`src/rtl/video_timing_gen.sv`:
```
// Programmable raster timing generator. Config and sync polarities are
// shadowed while idle and at each frame boundary. Stage 0 issues a pixel
// request ahead of display. Sync, active and marker flags are delayed by
// PIX_LAT cycles so that de_o lines up with the pixel data the source returns.
module video_timing_gen #(
    parameter int H_WIDTH    = 16,
    parameter int V_WIDTH    = 16,
    parameter int DATA_WIDTH = 8,
    parameter int CHANNELS   = 3,
    parameter int PIX_LAT    = 2
) (
    input  logic                           clk,
    input  logic                           rst,
    input  logic                           en_i,
    input  logic [H_WIDTH-1:0]             hfp_i,
    input  logic [H_WIDTH-1:0]             hsw_i,
    input  logic [H_WIDTH-1:0]             hbp_i,
    input  logic [H_WIDTH-1:0]             hact_i,
    input  logic [V_WIDTH-1:0]             vfp_i,
    input  logic [V_WIDTH-1:0]             vsw_i,
    input  logic [V_WIDTH-1:0]             vbp_i,
    input  logic [V_WIDTH-1:0]             vact_i,
    input  logic                           hpol_i,
    input  logic                           vpol_i,
    input  logic [CHANNELS*DATA_WIDTH-1:0] data_i,
    output logic                           req_o,
    output logic [H_WIDTH-1:0]             x_o,
    output logic [V_WIDTH-1:0]             y_o,
    output logic [CHANNELS*DATA_WIDTH-1:0] data_o,
    output logic                           hsync_o,
    output logic                           vsync_o,
    output logic                           de_o,
    output logic                           sof_o,
    output logic                           eol_o
);

    // Two extra bits keep the sum of four fields from wrapping.
    localparam int HW = H_WIDTH + 2;
    localparam int VW = V_WIDTH + 2;

    logic [H_WIDTH-1:0] s_hfp, s_hsw, s_hbp, s_hact;
    logic [V_WIDTH-1:0] s_vfp, s_vsw, s_vbp, s_vact;
    logic               s_hpol, s_vpol;

    logic [HW-1:0] h_cnt, hs_beg, hs_end, ha_beg, htot;
    logic [VW-1:0] v_cnt, vs_beg, vs_end, va_beg, vtot;
    logic          tot_ok, h_last, v_last, frame_end, run;
    logic          h_sync, v_sync, active, sof_nxt, eol_nxt;
    logic [H_WIDTH-1:0] x_nxt;
    logic [V_WIDTH-1:0] y_nxt;

    // Index 0 is the stage-0 register, index PIX_LAT drives the outputs.
    logic [PIX_LAT:0] vld_pipe, hs_pipe, vs_pipe, sof_pipe, eol_pipe;

    // Region boundaries: front porch, sync, back porch, active.
    assign hs_beg = HW'(s_hfp);
    assign hs_end = hs_beg + HW'(s_hsw);
    assign ha_beg = hs_end + HW'(s_hbp);
    assign htot   = ha_beg + HW'(s_hact);
    assign vs_beg = VW'(s_vfp);
    assign vs_end = vs_beg + VW'(s_vsw);
    assign va_beg = vs_end + VW'(s_vbp);
    assign vtot   = va_beg + VW'(s_vact);

    // A zero total gives all-ones here, which the counters never reach.
    assign tot_ok    = (htot != '0) && (vtot != '0);
    assign h_last    = (h_cnt == htot - HW'(1));
    assign v_last    = (v_cnt == vtot - VW'(1));
    assign frame_end = tot_ok && h_last && v_last;
    assign run       = en_i && tot_ok;

    // Shadow config: track inputs while idle, otherwise only at frame end.
    always_ff @(posedge clk) begin
        if (rst) begin
            s_hfp  <= '0; s_hsw <= '0; s_hbp <= '0; s_hact <= '0;
            s_vfp  <= '0; s_vsw <= '0; s_vbp <= '0; s_vact <= '0;
            s_hpol <= 1'b1;
            s_vpol <= 1'b1;
        end else if (!en_i || frame_end) begin
            s_hfp  <= hfp_i; s_hsw <= hsw_i; s_hbp <= hbp_i; s_hact <= hact_i;
            s_vfp  <= vfp_i; s_vsw <= vsw_i; s_vbp <= vbp_i; s_vact <= vact_i;
            s_hpol <= hpol_i;
            s_vpol <= vpol_i;
        end
    end

    // Raster counters; parked at the origin while idle or unconfigured.
    always_ff @(posedge clk) begin
        if (rst || !run) begin
            h_cnt <= '0;
            v_cnt <= '0;
        end else if (h_last) begin
            h_cnt <= '0;
            v_cnt <= v_last ? '0 : v_cnt + VW'(1);
        end else begin
            h_cnt <= h_cnt + HW'(1);
        end
    end

    // Region decode; a zero-width field yields an empty compare range.
    assign h_sync  = run && (h_cnt >= hs_beg) && (h_cnt < hs_end);
    assign v_sync  = run && (v_cnt >= vs_beg) && (v_cnt < vs_end);
    assign active  = run && (h_cnt >= ha_beg) && (v_cnt >= va_beg);
    assign x_nxt   = active ? H_WIDTH'(h_cnt - ha_beg) : '0;
    assign y_nxt   = active ? V_WIDTH'(v_cnt - va_beg) : '0;
    assign sof_nxt = active && (x_nxt == '0) && (y_nxt == '0);
    assign eol_nxt = active && h_last;

    // Stage 0 plus the PIX_LAT-deep delay line for timing flags.
    always_ff @(posedge clk) begin
        if (rst) begin
            vld_pipe <= '0;
            hs_pipe  <= '0;
            vs_pipe  <= '0;
            sof_pipe <= '0;
            eol_pipe <= '0;
            x_o      <= '0;
            y_o      <= '0;
        end else begin
            vld_pipe <= {vld_pipe[PIX_LAT-1:0], active};
            hs_pipe  <= {hs_pipe[PIX_LAT-1:0],  h_sync};
            vs_pipe  <= {vs_pipe[PIX_LAT-1:0],  v_sync};
            sof_pipe <= {sof_pipe[PIX_LAT-1:0], sof_nxt};
            eol_pipe <= {eol_pipe[PIX_LAT-1:0], eol_nxt};
            x_o      <= x_nxt;
            y_o      <= y_nxt;
        end
    end

    // Capture returned pixel only when the next output cycle is active.
    always_ff @(posedge clk) begin
        if (rst) begin
            data_o <= '0;
        end else begin
            data_o <= vld_pipe[PIX_LAT-1] ? data_i : '0;
        end
    end

    assign req_o   = vld_pipe[0];
    assign de_o    = vld_pipe[PIX_LAT];
    assign sof_o   = sof_pipe[PIX_LAT];
    assign eol_o   = eol_pipe[PIX_LAT];
    assign hsync_o = ~(hs_pipe[PIX_LAT] ^ s_hpol);
    assign vsync_o = ~(vs_pipe[PIX_LAT] ^ s_vpol);

endmodule

```
`config.mk`:
```
export PLATFORM = sky130hd
export DESIGN_NAME = video_timing_gen
export DESIGN_NICKNAME = d
export VERILOG_FILES = /design/src/rtl/video_timing_gen.sv
export SDC_FILE = /design/constraint.sdc
export NUM_CORES = 1
export LEC_CHECK = 0
export BUFFER_PORTS_ARGS = -buffer_cell sky130_fd_sc_hd__buf_4
export CORE_MARGIN = 1.5
export CORE_UTILIZATION = 56
export DETAILED_ROUTE_END_ITERATION = 8
export PLACE_DENSITY = 0.83
export SYNTH_ARGS = -nofsm -noshare
export SYNTH_HDL_FRONTEND = slang
export SYNTH_SLANG_ARGS = --single-unit
```
`constraint.sdc`:
```
create_clock -name clk -period 15.6 [get_ports clk]
set_clock_uncertainty 0.1 [all_clocks]
set_input_delay 1.56 -clock clk [delete_from_list [all_inputs] [get_ports clk]]
set_output_delay 1.56 -clock clk [all_outputs]
set_load 0.01 [all_outputs]
```
==> impl_results.md, run 1 <==
* Req. time, crit path at between 15 and 20 ns
* Worst Reg2Reg Path Length in Cells at 34
* Hold WC Path Type: flop to flop
* Max clock buf depth at 3
* CP most frequent cell: xor2_1
* CP Launch Type: flop
* Most flop-heavy register: data_o
* Post-Route WL at roughly 46000 um
* Register area at ~4700 um2
* Stages on the worst setup path at 34
* Slew margin rel. at between 20% and 30%
* Synthesis-to-finish area growth at 16.0%
* CP max stage cell: buf_4
* Crit path buf inv count at 3
* Final Max Slew Viols at 0
* Leakage dissipation at around 0.0096 uW
* Asr flop ratio synth at 0%
* Hold buffer count at CTS at 0
* RSZ-0062 raised after global routing: no
* Largest net degree at the start of global routing at 76
* Layout cell share with drive strength beyond 1 at 13.4%
* Global-route wire length before repair at 72000 um
* Core area at 30500 um2
* Register area share after synthesis at roughly 27%
* Count leader, synth: nor2_1
* CTS root buffer: clkbuf_16
* Max FO, Critical Path at between 60 and 70
* DRC at 0
* Crit-path leading delay family: simple AND/OR/NAND/NOR gates
* CTS tree: done
* Number of global-route vias before repair at ~14000
* Initial Util at a little under three fifths
* Crit share post-route at 61.1%
* Row count at 64
* GPL Wtd Cong at ~0.90
* Worst-path clk slew at approximately 0.060 ns
* Final Util at ~66%
* Diode count at 0
* Synth warn at 0
* Hold path depth at 1
* Nets at 2581
* Crit end category: flop
* Post-DR vias/cell at about 5.9
* Max reg flops at 24
* Syn Nets at between 2000 and 2500
* Top flop regs: data_o: 24 flops, h_cnt: 18 flops, v_cnt: 18 flops
* Drt first pass iters at 5
* Ys flop type: dfxtp_1
* Post-synth EDFFs at 0
* Tmin final at about 9.5 ns
* Power Density at between 100 and 150 nW/um2
* Synth area leaders: dfxtp_1, ha_1, mux2i_1
* Drt first-iter violations at ~1000
* Total Routing Usage GR at ~28%
* Crit path DAT at 9.84 ns
* VDD IR-drop max at 0.0786 mV
* Multi-input logic area at about 12000 um2
* Cell taking the most area after synthesis: dfxtp_1
* Number of fillers in the final layout at 2530
* Via count at 15400
* Status: finished, final reports clean
* ANT nets after route at 0
* DP Wirelength at approximately 36000 um
* Share of the synthesized area in the top cell type at a little over a quarter
* Fmax at 105 MHz
* #FFs+latches synth at ~240
* Die area at approximately 32000 um2
* Sink Count at approximately 240
* Max Cap Violations at 0
* Wirelength per Cell at roughly 18 um
* Port bufs at 218
* Die X at 179 um
* Final Hold Fails at 0
* Worst-Margin Slew at around 1.2 ns
* Mean Syn Cell Area at approximately 8.6 um2
* TritonCTS buffer count at 26
* I/O pins at between 200 and 250
* Netlist Area Pre-Place at about 17000 um2
* Final setup viols at 0
* Slowest stage delay, CP at approximately 0.83 ns
* Post-route setup TNS at 0 ns
* Post-cts resize count at 0
* Clk_lat worst skew at 0.55 ns
* Synth cell types at between 80 and 90
* H-tree depth at 1
* Postcts setup bufs at 0
* Post-Synthesis Cells at approximately 2000
* Global route overflow at 0
* Die Y at between 150 and 200 um
* Synth cell count leaders: nor2_1, dfxtp_1, ha_1
* CP Class: flop to flop
* Initial antenna violation count at 1
[through the flow]
step | cell area, um2 | total power, uW | hold slack, ns | setup slack (ns) | cells
final | 20100 | 2070 | 0.338 | 6.07 | 2630
after CTS | 20100 | 2070 | 0.342 | 6.24 | 2630
after global routing | 20100 | 2180 | 0.371 | 5.46 | 2630
after global placement | 19100 | 1380 | 0.321 | 6.46 | 2583
after floorplan | 17300 | 1220 | 0.314 | 8.49 | 2017
after detailed placement | 19100 | 1390 | 0.324 | 6.39 | 2583
[kinds of logic (layout without fill, tap and decap cells)]
group	count (synthesis)	after routing	share of synthesized area, %
buffers and inverters	205	422	5.40
AO/OA/AOI/OAI	437	437	16.9
adder cells (fa/ha/maj)	209	209	15.5
flip-flops	237	237	27.4
multiplexers	140	140	8.13
AND/OR/NAND/NOR	617	617	17.5
XOR/XNOR	172	172	9.24
[worst register-to-register path: cells and delay by family, from the launching register on]
family / cells / cell delay, ns
compound gates: 8 / 1.74
xor+xnor: 5 / 1.39
fa+ha+maj: 4 / 1.27
buf+inv: 3 / 1.29
flops: 1 / 0.40
mux: 1 / 0.44
simple gates: 13 / 2.79
[final timing paths]
check | start | endpoint | slack, ns
min | sof_pipe[1] | sof_pipe[2] | 0.34
min reg2reg | sof_pipe[1] | sof_pipe[2] | 0.34
max | s_hfp[0] | s_hact[10] | 6.07
max reg2reg | s_hfp[0] | s_hact[10] | 6.07
[cell usage in the layout, fill, tap and decap left out, drive strengths merged, types with 11 or more instances in the layout]
cell,count
nor2,257
dfxtp,237
buf,224
ha,201
inv,152
mux2i,135
a21oi,113
xnor2,112
o21ai,88
nand2,77
a21o,65
xor2,54
nand3,40
nor3,36
nor2b,33
clkbuf,31
and2,28
nand2b,26
nand4,26
a211oi,19
and3,19
o21bai,18
or3,18
o211ai,17
nor4,14
o21a,13
a21boi,12
a31oi,11
[cell type report]
class                   count  share of cell area (%)
multi-input cells        1575                    58.0
inverters                 151                    2.82
clock buffers              31                    3.54
flip-flops and latches    237                    23.6
repair buffers            224                    8.37
clock inverters            16                    1.17
well taps                 396                    2.47
[per-layer routing]
metal | routed length (um) | vias to the layer above | part of all wire [%] | GRT usage (%)
li1 | - | 7547 | - | -
met1 | 21000 | 7236 | 45 | 39.1
met2 | 20300 | 574 | 44 | 44.7
met3 | 3800 | 80 | 8.2 | 3.99
met4 | 1030 | 0 | 2.2 | 7.99
met5 | 0 | - | 0 | 0
[where the power goes]
part | switching, uW | internal [uW]
Sequential | 17.1 | 626
Combinational | 438 | 317
Clock | 265 | 409
No activity file was read; power rests on OpenSTA's default activity.
==> run 2: changes to the inputs <==
ABC_AREA = 1   (was not set)
clock period = 9.9 ns   (was 15.6 ns; I/O delays follow)
==> impl_results.md, run 2 <==
* Commonest non-fill, non-tap cell in the layout: nand2_1
* CTS root buffer: clkbuf_16
* Hold endpoint: eol_pipe[1]
* I/O pins at 219
* Max reg flops at 24
* Total Routing Usage GR at a little under a third
* Cell taking the most area after synthesis: dfxtp_1
* Clk_lat worst skew at 0.55 ns
* R2r setup slk at around 2 ns
* Initial antenna violation count at 0
* Synth warn at 0
* RSZ-0062 raised after global routing: no
* R2r startpoint: s_hfp[0]
* Max FO, Critical Path at between 90 and 100
* CP most frequent cell: nand2_1
* Share of the synthesized area in the top cell type at a little under a quarter
* ANT nets after route at 0
* #FFs+latches synth at 237
* Final Hold Fails at 0
* Post-route setup TNS at 0 ns
* Top flop regs: data_o: 24 flops, h_cnt: 18 flops, v_cnt: 18 flops
* DP Wirelength at just under 50000 um
* Row count at between 60 and 70
* Power Density at around 170 nW/um2
* Hold path depth at 2
* Synth area leaders: dfxtp_1, nand2_1, ha_1
* VDD IR-drop max at between 0.15 and 0.2 mV
* Tmin final at 7.84 ns
* H-tree depth at 1
* Hold buffer count at CTS at 0
* Die Y at 193 um
* Initial Util at 57.0%
* Synthesis-to-finish area growth at 12.6%
* Fmax at between 100 and 150 MHz
* Global-route wire length before repair at a little under 100000 um
* Die X at between 150 and 200 um
* GPL Wtd Cong at about 0.98
* Worst-path clk slew at around 0.06 ns
* Register area share after synthesis at 23.4%
* Most flop-heavy register: data_o
* Max clock buf depth at 3
* TritonCTS buffer count at 25
* Slowest stage delay, CP at roughly 0.64 ns
* Wirelength per Cell at between 15 and 20 um
* Die area at 37300 um2
* Sink Count at ~240
* Req. time, crit path at 10.24 ns
* Hold WC Path Type: flop to flop
* Leakage dissipation at ~0.012 uW
* Netlist Area Pre-Place at around 20000 um2
* Ys flop type: dfxtp_1
* Drt first-iter violations at 1651
* CTS tree: done
* Status: finished, final reports clean
* Worst Reg2Reg Path Length in Cells at 33
* Post-synth EDFFs at 0
* Layout cell share with drive strength beyond 1 at roughly 12%
* Via count at just over 20000
* Hold_sp: eol_pipe[0]
* Final Util at 64.2%
* Reg2reg end: s_hact[14]
* Largest net degree at the start of global routing at ~100
* Number of global-route vias before repair at 19400
* CP Launch Type: flop
* Crit end category: flop
* Diode count at 0
* Postcts setup bufs at 0
* Global route overflow at 0
* Nets at between 3000 and 4000
* CP Class: flop to flop
* Asr flop ratio synth at 0%
* Core area at roughly 36000 um2
* Max Cap Violations at 0
* Worst-Margin Slew at 1.14 ns
* Final Max Slew Viols at 0
* Most frequent cells in the layout: nand2_1, inv_1, nor2_1
* DRC at 0
* Post-DR vias/cell at between 5 and 6
* Post-Route WL at just over 60000 um
* Crit path DAT at 8.18 ns
* Slew margin rel. at approximately 24%
* Drt first pass iters at 5
* Final setup viols at 0
* CP max stage cell: nand3_4
* Syn Nets at roughly 3600
* Post-Synthesis Cells at ~3200
* Synth cell types at 47
* Count leader, synth: nand2_1
* Mean Syn Cell Area at ~6.3 um2
* Synth cell count leaders: nand2_1, inv_1, nor2_1
* Port bufs at roughly 220
* Post-cts resize count at 0
* Crit share post-route at just under 80%
run 2: changes by cell type in the layout (fill, tap and decap cells not counted), moves of 21 or more:
cell	delta
nor2_1	+115
nand2_1	+780
inv_1	+364
o21ai_0	-45
nand3_2	+83
a21oi_1	+144
nand2b_1	-26
a21o_1	-56
mux2i_1	-135
xnor2_1	-75
nand3_1	+197
and2_1	-21
nor2b_1	-33
run 2: logic make-up after synthesis:
group / share of synthesized area (%)
and+or+nand+nor: 37.0
buffers and inverters: 12.3
AOI/OAI and AO/OA: 9.74
DFF: 23.4
adders and majority gates: 13.2
xor gates and xnor gates: 4.41
run 2: how the worst max path moves through the flow:
stage,from,to,slack [ns],depth (start not counted)
2_1_floorplan,s_hfp[0],s_hbp[10],4.43,33
3_3_place_gp,s_hfp[0],s_hact[7],2.36,32
3_5_place_dp,s_hfp[0],s_hsw[0],2.22,32
4_1_cts,s_hfp[0],s_hsw[0],2.19,32
5_1_grt,s_hfp[0],s_hact[13],1.45,32
6_report,s_hfp[0],s_hact[14],2.06,33
run 2: report_power, final:
group	switching [uW]	total (uW)	internal, uW
sequential	31.9	1020	991
combinational	1320	1960	639
clock	400	935	535
total	1750	3910	2170
run 2: critical path: cells and delay by family, from the launching register on:
kind	cells	cell delay (ns)
AND/OR/NAND/NOR	18	2.87
AO/OA/AOI/OAI	6	1.70
adder cells (fa/ha/maj)	4	1.32
XOR/XNOR	2	0.62
buffers and inverters	3	0.61
flip-flops	1	0.39
run 2: stage by stage:
stage	power, uW	setup WS, ns	hold slack, ns	cells	cell area, um2
2_1_floorplan	2450	4.43	0.288	3194	20300
3_3_place_gp	2910	2.36	0.292	3796	22000
3_5_place_dp	2950	2.22	0.297	3796	22000
4_1_cts	3880	2.19	0.306	3840	22800
5_1_grt	4200	1.45	0.323	3840	22800
6_report	3910	2.06	0.302	3840	22800
run 2: layer usage:
metal / global-route usage [%] / vias up / share of wire [%] / wire [um]
li1: - / 10500 / - / -
met1: 46.5 / 9457 / 48 / 29000
met2: 48.8 / 715 / 43 / 25900
met3: 3.49 / 92 / 7.3 / 4450
met4: 8.58 / 0 / 2.3 / 1410
met5: 0 / - / 0 / 0
run 2: area by class of cell:
class / instances / area, um2
Clock inverter: 7 / 71.3
Inverter: 520 / 1950
Tap cell: 461 / 577
Multi-Input combinational cell: 2354 / 13000
Sequential cell: 237 / 4740
Clock buffer: 37 / 731
Fill cell: 3194 / 12700
Timing Repair Buffer: 224 / 1710
==> run 3: changes to the inputs <==
CORE_UTILIZATION = 55   (was 56)
PLACE_DENSITY = 0.84   (was 0.83)
clock period = 6.7 ns   (was 9.9 ns; I/O delays follow)
==> impl_results.md, run 3 (synthesized netlist as in run 2, its figures left out) <==
* Most flop-heavy register: data_o
* Port bufs at 218
* Global route overflow at 0
* Slowest stage delay, CP at ~0.39 ns
* Critical path origin: s_hfp[0]
* Crit share post-route at ~95%
* CP max stage cell: fa_1
* Worst Reg2Reg Path Length in Cells at 39
* VDD IR-drop max at 0.192 mV
* Clk_lat worst skew at slightly below 0.6 ns
* Status: finished, final reports clean
* Final Worst Setup Slack at ~0.33 ns
* Row count at 70
* Pre-CTS setup slack at around 0.27 ns
* Worst-Margin Slew at ~1 ns
* Largest net degree at the start of global routing at 100
* Crit path DAT at just under 7 ns
* Clk pwr share at 25.6%
* Final setup viols at 0
* Post-route setup TNS at 0 ns
* H-tree depth at 1
* Core area at approximately 36000 um2
* Global-route wire length before repair at 91000 um
* TritonCTS buffer count at 26
* Drt first-iter violations at 1655
* CP Class: flop to flop
* Switching Share at between 40% and 50%
* Hold_sp: vpol_i
* Synthesis-to-finish area growth at 16.1%
* DP Wirelength at between 40000 and 50000 um
* Fmax at approximately 160 MHz
* Most frequent cells in the layout: nand2_1, inv_1, nor2_1
* Nets at 3765
* Die area at 38000 um2
* Logic gate share of total power at between 40% and 50%
* Tmin final at 6.37 ns
* I/O pins at between 200 and 250
* Initial Util at between 50% and 60%
* Via count at approximately 21000
* Final Hold Fails at 0
* Post-DR vias/cell at ~5.3
* Max clock buf depth at 3
* R2r startpoint: s_hfp[0]
* Max reg flops at 24
* Commonest non-fill, non-tap cell in the layout: nand2_1
* CP Launch Type: flop
* Sequential power share at between 20% and 30%
* Layout cell share with drive strength beyond 1 at 13.9%
* GPL Wtd Cong at around 1
* Power Density at ~250 nW/um2
* Final instance area at around 24000 um2
* Hold path depth at 3
* Die Y at roughly 190 um
* CTS tree: done
* Number of global-route vias before repair at 18500
* Worst-path clk slew at about 0.06 ns
* Die X at 195 um
* Hold buffer count at CTS at 0
* Max Cap Violations at 0
* ANT nets after route at 0
* Max FO, Critical Path at 32
* WHS at slightly above 0.2 ns
* DP Area at 22300 um2
* Final Max Slew Viols at 0
* Post-Route WL at roughly 57000 um
* CTS root buffer: clkbuf_16
* CP most frequent cell: nand2_1
* Sink Count at between 200 and 250
* DRC at 0
* Drt first pass iters at 6
* Leakage dissipation at approximately 0.013 uW
* R2r setup slk at 0.33 ns
* Diode count at 0
* Int Power at approximately 3400 uW
* Initial antenna violation count at 0
* Total Routing Usage GR at roughly 29%
* Crit end category: flop
* Top flop regs: data_o: 24 flops, h_cnt: 18 flops, v_cnt: 18 flops
* Slew margin rel. at between 30 and 40%
* Hold endpoint: s_vpol
* Psw at approximately 2600 uW
* Req. time, crit path at approximately 7.1 ns
* Wirelength per Cell at around 15 um
* Reg2reg end: s_vfp[10]
* Hold WC Path Type: input pin to flop
## run 3: cell types whose count changed in the layout (fill, tap and decap cells not counted), sizes merged
cell,before,now
inv,519,523
bufinv,1,4
clkbuf,37,32
buf,224,258
## run 3: layout make-up
| class | instances | area (um2) |
|---|---|---|
| Timing Repair Buffer | 260 | 2060 |
| Fill cell | 3276 | 12900 |
| Inverter | 520 | 1950 |
| Tap cell | 468 | 586 |
| Clock inverter | 14 | 196 |
| Sequential cell | 237 | 4740 |
| Multi-Input combinational cell | 2354 | 13300 |
| Clock buffer | 30 | 697 |
## run 3: worst max path at each step
| stage | endpoint |
|---|---|
| 4_1_cts | s_hfp[4] |
| 6_report | s_vfp[10] |
| 5_1_grt | s_vsw[10] |
| 3_3_place_gp | s_hact[8] |
| 2_1_floorplan | s_hbp[10] |
| 3_5_place_dp | s_hact[8] |
## run 3: repair_timing
item | in CTS | in global routing
gates resized for setup | 0 | 57
endpoints found under the setup margin | 0 | 165
buffers inserted | 0 | 5
## run 3: critical path: cells and delay by family (launching register included)
family	cells	cell delay [ns]
simple gates	20	2.45
compound gates	9	1.47
fa+ha+maj	4	1.13
buf+inv	5	0.61
flops	1	0.36
xor+xnor	1	0.14
## run 3: per-stage QoR
stage / std cells / utilization (%) / total power, uW
finish: 3883 / 64.6 / 5970
global route: 3883 / 64.6 / 6400
CTS: 3876 / 63.6 / 5850
detailed placement: 3832 / 61.2 / 4310
global placement: 3832 / 61.2 / 4290
floorplan: 3194 / - / 3620
## run 3: routing by layer
layer | global-route usage (%) | vias to the layer above | part of all wire, %
li1 | - | 10600 | -
met5 | 0 | - | 0
met3 | 4.41 | 102 | 9.2
met1 | 41.4 | 9148 | 45
met4 | 7.38 | 0 | 2.4
met2 | 45.7 | 826 | 43
## run 3: power groups by stage
stage	clock network, uW	registers (uW)	logic [uW]
2_1_floorplan	0	1520	2100
3_3_place_gp	0	1540	2750
3_5_place_dp	0	1540	2770
4_1_cts	1550	1510	2790
5_1_grt	1600	1510	3290
6_report	1530	1510	2930
